File: src/rtl/reg_file_nx_pkg.sv
// Shared constants for the RISC core register file: default geometry and the
// address-width helper used to size the port list.
package reg_file_nx_pkg;

  localparam int CORE_WIDTH = 16;
  localparam int CORE_DEPTH = 8;

  function automatic int addr_w(input int depth);
    return (depth < 2) ? 1 : $clog2(depth);
  endfunction

endpackage

File: src/rtl/reg_n_bit.sv
// WIDTH-bit storage register with load enable and synchronous clear (clear wins).
module reg_n_bit
  import reg_file_nx_pkg::*;
#(
  parameter int WIDTH = CORE_WIDTH
) (
  input  logic             clk,
  input  logic             clr,
  input  logic             load,
  input  logic [WIDTH-1:0] d,
  output logic [WIDTH-1:0] q
);

  always_ff @(posedge clk) begin
    if (clr)       q <= '0;
    else if (load) q <= d;
  end

endmodule

File: src/rtl/reg_file_nx.sv
// Datapath register file: DEPTH x WIDTH, one write port, two read ports, with
// optional hard-wired zero register, write bypass and registered read.
module reg_file_nx
  import reg_file_nx_pkg::*;
#(
  parameter int  WIDTH   = CORE_WIDTH,
  parameter int  DEPTH   = CORE_DEPTH,
  parameter bit  ZERO_R0 = 1'b1,
  parameter bit  BYPASS  = 1'b1,
  parameter bit  RD_REG  = 1'b0,
  localparam int ADDR_W  = addr_w(DEPTH)
) (
  input  logic              clk,
  input  logic              clr,
  input  logic              load,
  input  logic [ADDR_W-1:0] waddr,
  input  logic [WIDTH-1:0]  wdata,
  input  logic [ADDR_W-1:0] raddr_a,
  input  logic [ADDR_W-1:0] raddr_b,
  output logic [WIDTH-1:0]  rdata_a,
  output logic [WIDTH-1:0]  rdata_b
);

  localparam int NUM_RD = 2;

  logic [DEPTH-1:0][WIDTH-1:0]   regs;
  logic [NUM_RD-1:0][ADDR_W-1:0] raddr;
  logic [NUM_RD-1:0][WIDTH-1:0]  rdata;

  assign raddr   = {raddr_b, raddr_a};
  assign rdata_a = rdata[0];
  assign rdata_b = rdata[1];

  // Storage bank: the write decode is folded into each slot's load enable.
  for (genvar i = 0; i < DEPTH; i++) begin : g_reg
    if (ZERO_R0 && i == 0) begin : g_zero
      assign regs[i] = '0;
    end else begin : g_bank
      logic we;
      assign we = load && (waddr == ADDR_W'(i));
      reg_n_bit #(.WIDTH(WIDTH)) u_reg (
        .clk  (clk),
        .clr  (clr),
        .load (we),
        .d    (wdata),
        .q    (regs[i])
      );
    end
  end

  if (RD_REG) begin : g_rd_reg
    // Samples pre-write contents, so no bypass is needed or applied here.
    always_ff @(posedge clk) begin
      for (int p = 0; p < NUM_RD; p++) begin
        if (clr) rdata[p] <= '0;
        else     rdata[p] <= regs[raddr[p]];
      end
    end
  end else begin : g_rd_comb
    logic wr_live;
    // A write to the zero register never lands, so it must never be forwarded.
    assign wr_live = load && !clr && !(ZERO_R0 && waddr == '0);

    always_comb begin
      rdata = '0;
      for (int p = 0; p < NUM_RD; p++) begin
        if (BYPASS && wr_live && raddr[p] == waddr) rdata[p] = wdata;
        else                                        rdata[p] = regs[raddr[p]];
      end
    end
  end

endmodule

File: config.mk
export PLATFORM = sky130hd
export DESIGN_NAME = reg_file_nx
export DESIGN_NICKNAME = d
export VERILOG_FILES = /design/src/rtl/reg_file_nx_pkg.sv /design/src/rtl/reg_n_bit.sv /design/src/rtl/reg_file_nx.sv
export SDC_FILE = /design/constraint.sdc
export NUM_CORES = 1
export LEC_CHECK = 0
export CORE_ASPECT_RATIO = 1.5
export CORE_MARGIN = 3
export CORE_UTILIZATION = 45
export CTS_CLUSTER_DIAMETER = 80
export DETAILED_ROUTE_END_ITERATION = 8
export PLACE_DENSITY = 0.65
export SLEW_MARGIN = 0
export SYNTH_ARGS = -nofsm -noshare
export SYNTH_HDL_FRONTEND = slang
export SYNTH_SLANG_ARGS = --single-unit
File: constraint.sdc
create_clock -name clk -period 2.82 [get_ports clk]
set_input_delay 0.564 -clock clk [delete_from_list [all_inputs] [get_ports clk]]
set_output_delay 0.564 -clock clk [all_outputs]
set_load 0.02 [all_outputs]
# --- Yosys cells after proc, flatten, opt, wreduce, memory -nomap -nowiden ---
# Index checks and enable logic that the tools add are counted.
op_classes:
  n_mux: 6
  eq_ne: 9
  reduce_logical: 14
  order_cmp: 2
op_table:
  columns: ["cell", "count"]
  rows:
  - ["binary-select mux 16 bit (select 3 bit)", 2]
  - ["two-way mux 16 bit", 4]
  - ["equality test 3 bit (second input constant)", 4]
  - ["logical AND 1 bit", 11]
  - ["less-than comparator 3 x 4 -> 1 bit (second input constant)", 2]
  - ["equality test 3 x 2 -> 1 bit (second input constant)", 2]
  - ["equality test 3 bit", 2]
  - ["equality test 3 x 1 -> 1 bit (second input constant)", 1]
  - ["zero test 3 bit", 1]
  - ["zero test 1 bit", 2]
totals:
  register_bits: 112
  wordCells: 38
  out_inout_bits: 32
  input_bits: 28

# --- Logic depth before layout (Yosys ltp) ---
logic_depth:
  depth_word: 5
  mapped_depth: 7
  ltp_nobuf: 4

# --- Cells and area by module ---
# A second synthesis with hierarchy kept.
hier_totals:
  cells_unflattened: 638
  hier_area_um2: 6602.6
modules_own_cells:
  columns: ["module", "n_inst", "cells_per_inst", "seq_area_each_um2", "area_each_um2"]
  rows:
  - ["reg_n_bit", 7, 52, 320.3, 580.6]
  - ["reg_file_nx", 1, 274, 0.0, 2538.7]

# --- Worst setup path after synthesis ---
# No wires, ideal clock.
synth_timing:
  kind: "input-to-output"
  start: "in waddr[2]"
  end: "out rdata_a[14]"
  arrival_time_ns: 1.765
  required_ns: 2.256
  path_buffers: 2
  slack_ns: 0.491
  path_stages: 6
  cell_sequence: "buf_4 nor3_1 nor3b_2 nand4_2 buf_6 mux2_1"
synth_via:
  elab_chain_cells: 5
  elab_cells_between_ends: 6
  classes_between: "eq/ne (1); mux (1); reduce/logical (4)"
synth_lines:
  columns: ["item", "line", "source"]
  rows:
  - ["from (decl)", "reg_file_nx.sv:16", "input logic [ADDR_W-1:0] waddr,"]
  - ["zero test 3 bit", "reg_file_nx.sv:62", "assign wr_live = load && !clr && !(ZERO_R0 && waddr == '0);"]
  - ["zero test 1 bit", "reg_file_nx.sv:62", null]
  - ["logical AND 1 bit", "reg_file_nx.sv:62", null]
  - ["logical AND 1 bit *", "reg_file_nx.sv:67", "if (BYPASS && wr_live && raddr[p] == waddr) rdata[p] = wdata;"]
  - ["two-way mux 16 bit *", "reg_file_nx.sv:67", null]
  - ["to (decl)", "reg_file_nx.sv:20", "output logic [WIDTH-1:0] rdata_a,"]
# Mark *: on every way between the ends. The rest lies on a longest branch, timed or not.

# --- Worst setup path after layout ---
layout_timing:
  start: "in raddr_b[1]"
  end: "out rdata_b[4]"
layout_via:
  elab_chain_cells: 3
  elab_cells_between_ends: 5
  classes_between: "eq/ne (1); mux (3); reduce/logical (1)"
layout_lines:
  columns: ["item", "line", "source"]
  rows:
  - ["from (decl)", "reg_file_nx.sv:19", "input logic [ADDR_W-1:0] raddr_b,"]
  - ["binary-select mux 16 bit (select 3 bit) / equality test 3 bit (equally long branches)", "reg_file_nx.sv:68, reg_file_nx.sv:67", null]
  - ["two-way mux 16 bit (not written as such) / logical AND 1 bit (equally long branches)", "reg_file_nx.sv:68, reg_file_nx.sv:67", null]
  - ["two-way mux 16 bit *", "reg_file_nx.sv:67", null]
  - ["to (decl)", "reg_file_nx.sv:21", "output logic [WIDTH-1:0] rdata_b"]
# Mark *: on every way between the ends. The rest lies on a longest branch, timed or not. The select of a mux whose other input is x is not followed.

==> PnR_summary.wiki <==
{| class="wikitable"
! Metric !! Value
|-
| Status || completed
|-
| Worst Clk Skew || 0 ps
|-
| Standard cell core area || 13530 sq um
|-
| Initial antenna violation count || 0
|-
| Max reg flops || 112
|-
| Count of buffers from port buffering || 59
|-
| Initial Util || 46.00%
|-
| Unrepaired setup endpoints after global routing || false
|-
| Hold Worst Slack || 467.9 ps
|-
| Static Leak || 2.986 nW
|-
| CTS Sinks || 112
|-
| Synthesized netlist cell count || 759
|-
| Pin count of the biggest net entering global routing || 113
|-
| CP Data Arrival Time || 2160 ps
|-
| Cell count of the worst reg-to-reg path || 2
|-
| Detailed Route WL || 22.31 mm
|-
| Register name with the most flops || g.g_bank.u_reg.q
|-
| Final non-filler cell total || 994
|-
| CTS H-tree depth || 3
|-
| Ports || 60
|-
| Post-detailed-placement half-perimeter wirelength || 14.62 mm
|-
| Post-Synthesis Cell Area || 6225 sq um
|-
| Die Width || 102.0 um
|-
| Cell area after placement || 7247 sq um
|-
| Crit path required time || 2260 ps
|-
| Critical-path maximum fanout || 10
|-
| Residual overflow from global routing || 0
|-
| Number of buffers added by the clock tree synthesis step || 9
|-
| Main combinational cell family by area after synthesis || multiplexers
|-
| Number of hold buffers added after CTS || 0
|-
| Starting DRT DRC Count || 425
|-
| All-layer global routing usage || 29.62%
|-
| Beginning of the worst register-to-register path || g_reg[2].g_bank.u_reg.q[10]
|-
| Post-Place Worst Slack || -619.0 ps
|-
| Crit Reg-Reg Endpoint || g_reg[2].g_bank.u_reg.q[10]
|-
| Xor and xnor area share after synthesis || 0.8442%
|-
| Via count of the first global-routing pass || 6326
|-
| Number of distinct standard cells referenced by the synthesized netlist || 25
|-
| Post-Synth Simple-Gate Area || 16.60%
|-
| Clock latency reported for the late side of the worst-skew pair || 340 ps
|-
| Fraction of synthesis flops using an asynchronous set or reset pin || 0%
|-
| Area enclosed by the die boundary || 15310 sq um
|-
| Total number of vias || 6174
|-
| Final standard cell utilization of the core || 57.13%
|-
| Class of the most critical hold timing path || reg -> reg
|-
| Hold path startpoint || g_reg[3].g_bank.u_reg.q[15]
|-
| Biggest registers after layout || g.g_bank.u_reg.q (112)
|-
| CTS tree || yes
|-
| Number of cells traversed by the worst hold path || 2
|-
| RePlAce Congestion || 0.9027
|-
| Synth Net Count || 787
|-
| Min setup slack post-route || 92.38 ps
|-
| Worst-case clock buffer depth || 2
|-
| ANT nets after route || 0
|-
| Normalized max-slew margin || 18.63%
|-
| Instance count after placement with tap cells included || 973
|-
| CTS root buf || sky130_fd_sc_hd__clkbuf_16
|-
| Clock period minus final worst setup slack || 2728 ps
|-
| Final Hold Violating Endpoints || 0
|-
| Maximum operating frequency || 0.3666 GHz
|-
| Setup violators final || 0
|-
| Max VDD drop || 0.2474 mV
|-
| Worst Path Class, Setup || in -> out
|-
| Hold Crit Endpoint || g_reg[3].g_bank.u_reg.q[15]
|-
| Post-synthesis area per instance || 8.201 sq um
|-
| Main synth FF type || sky130_fd_sc_hd__dfxtp_1
|-
| Synthesized-area fraction occupied by ao, oa, aoi and oai cells || 18.21%
|-
| Transition time at the pin with the least slew margin || 1220 ps
|-
| Flop and latch count out of synthesis || 112
|-
| Total power || 3.653 mW
|-
| Number of nets at the end of the flow || 855
|-
| Diodes inserted || 0
|-
| First-pass GRT wire length || 34.24 mm
|-
| Synthesized-area fraction occupied by adder cells || 0%
|-
| Minimum setup slack among reg-to-reg paths || 2120 ps
|-
| Number of fill cells in the layout || 1226
|-
| Share of the yosys chip area belonging to registers || 36.02%
|-
| Cell row count || 52
|-
| TritonRoute pass-1 iters || 5
|-
| Critical Path Source Type || primary input
|-
| Synthesis Warnings || 0
|-
| Detailed-route DRC error count || 0
|-
| Vertical extent of the die || 150.0 um
|-
| Clock-pin slew reported for the worst setup and hold paths after clock tree synthesis || 70 ps
|-
| Layout Area Growth over Synthesis || 24.20%
|-
| Number of flops mapped to enable cells by yosys || 0
|-
| Final setup TNS || 0 ps
|-
| Multi-input logic area || 3784 sq um
|-
| Pwr dens || 472.5 nW/um^2
|-
| Avg Vias per Cell || 6.211
|-
| Design Area, Final || 7731 sq um
|-
| Flip-flop and latch area || 2242 sq um
|-
| Routed wire per std cell || 22.44 um
|-
| Max_cap viols || 0
|-
| Multiplexer area fraction after synthesis || 21.87%
|-
| Proportion of layout cells with a drive suffix above 1 || 26.44%
|-
| Final max-slew violation count || 0
|-
| Post-route clock period utilization || 96.72%
|-
| Setup crit end kind || output port
|}
## report_power, final
| group | internal (mW) | switching, mW |
|---|---|---|
| combinational | 0.292 | 0.401 |
| clock | 0.721 | 0.599 |
| sequential | 1.61 | 0.0263 |
| total | 2.63 | 1.03 |
## area by class of cell
cell class,instances,share of cell area (%)
Clock buffer,11,3.140
Timing Repair Buffer,138,15.47
Sequential cell,112,29.00
Clock inverter,5,0.8254
Multi-Input combinational cell,566,48.94
Tap cell,162,2.622
## metal layers
metal	wire [um]	track usage [%]	vias to the layer above
met2	10860	48.86	325
met5	0	0	-
met3	1586	4.897	112
met1	7918	32.42	2926
li1	-	-	2811
met4	1938	24.82	0
## worst max-delay path, stage by stage
cell                              delay (ps)
sky130_fd_sc_hd__buf_2                   180
sky130_fd_sc_hd__buf_12                  170
sky130_fd_sc_hd__mux2_2                  360
sky130_fd_sc_hd__a221oi_4                270
sky130_fd_sc_hd__a221oi_1                 70
sky130_fd_sc_hd__mux2_2                  280
sky130_fd_sc_hd__clkdlybuf4s15_2         260
## repair_timing
item | 4_1_cts | 5_1_grt
gates cloned | 1 | 0
buffers inserted | 4 | 0
pin swaps | 5 | 0
endpoints found under the hold margin | 0 | 0
gates resized for setup | 170 | 17
endpoints found under the setup margin | 32 | 30
## synth_stat cells (all sizes together), types with 2 or more instances
library cell / count / share of area (%)
a21oi: 112 / 9.0
a221oi: 64 / 9.2
and2: 2 / 0.20
buf: 36 / 3.7
clkbuf: 45 / 2.8
dfxtp: 112 / 36
mux2: 64 / 12
mux2i: 64 / 10
nand2: 228 / 14
nand2b: 3 / 0.30
nand3: 3 / 0.24
nand4: 3 / 0.50
nor2: 6 / 0.36
nor2b: 7 / 0.70
nor3: 2 / 0.24
xnor2: 6 / 0.84
## worst max-delay path by stage
stage,startpoint,end,slack [ps],cells past startpoint
global route,waddr[2],rdata_b[6],50,7
detailed placement,raddr_a[1],rdata_a[8],-620,7
finish,raddr_b[1],rdata_b[4],90,7
floorplan,waddr[2],rdata_a[14],490,6
CTS,raddr_b[2],rdata_b[3],-20,6
global placement,raddr_a[1],rdata_a[8],-630,7
## placed cells by master (no fill, tap or decap), drive strengths merged, types with 3 or more instances in the layout
cell type / instances
nand2: 228
a21oi: 112
dfxtp: 112
buf: 110
mux2i: 64
mux2: 64
a221oi: 64
clkdlybuf4s50: 16
clkbuf: 13
nor2b: 7
nor2: 6
xnor2: 6
dlygate4sd2: 4
clkdlybuf4s15: 4
nand2b: 3
nand3: 3
nand4: 3
## logic make-up after synthesis
group | count (synthesis)
AOI/OAI and AO/OA | 176
xor gates and xnor gates | 6
and+or+nand+nor | 256
buffers and inverters | 81
muxes | 128
DFF | 112
No activity file was read; power rests on OpenSTA's default activity.
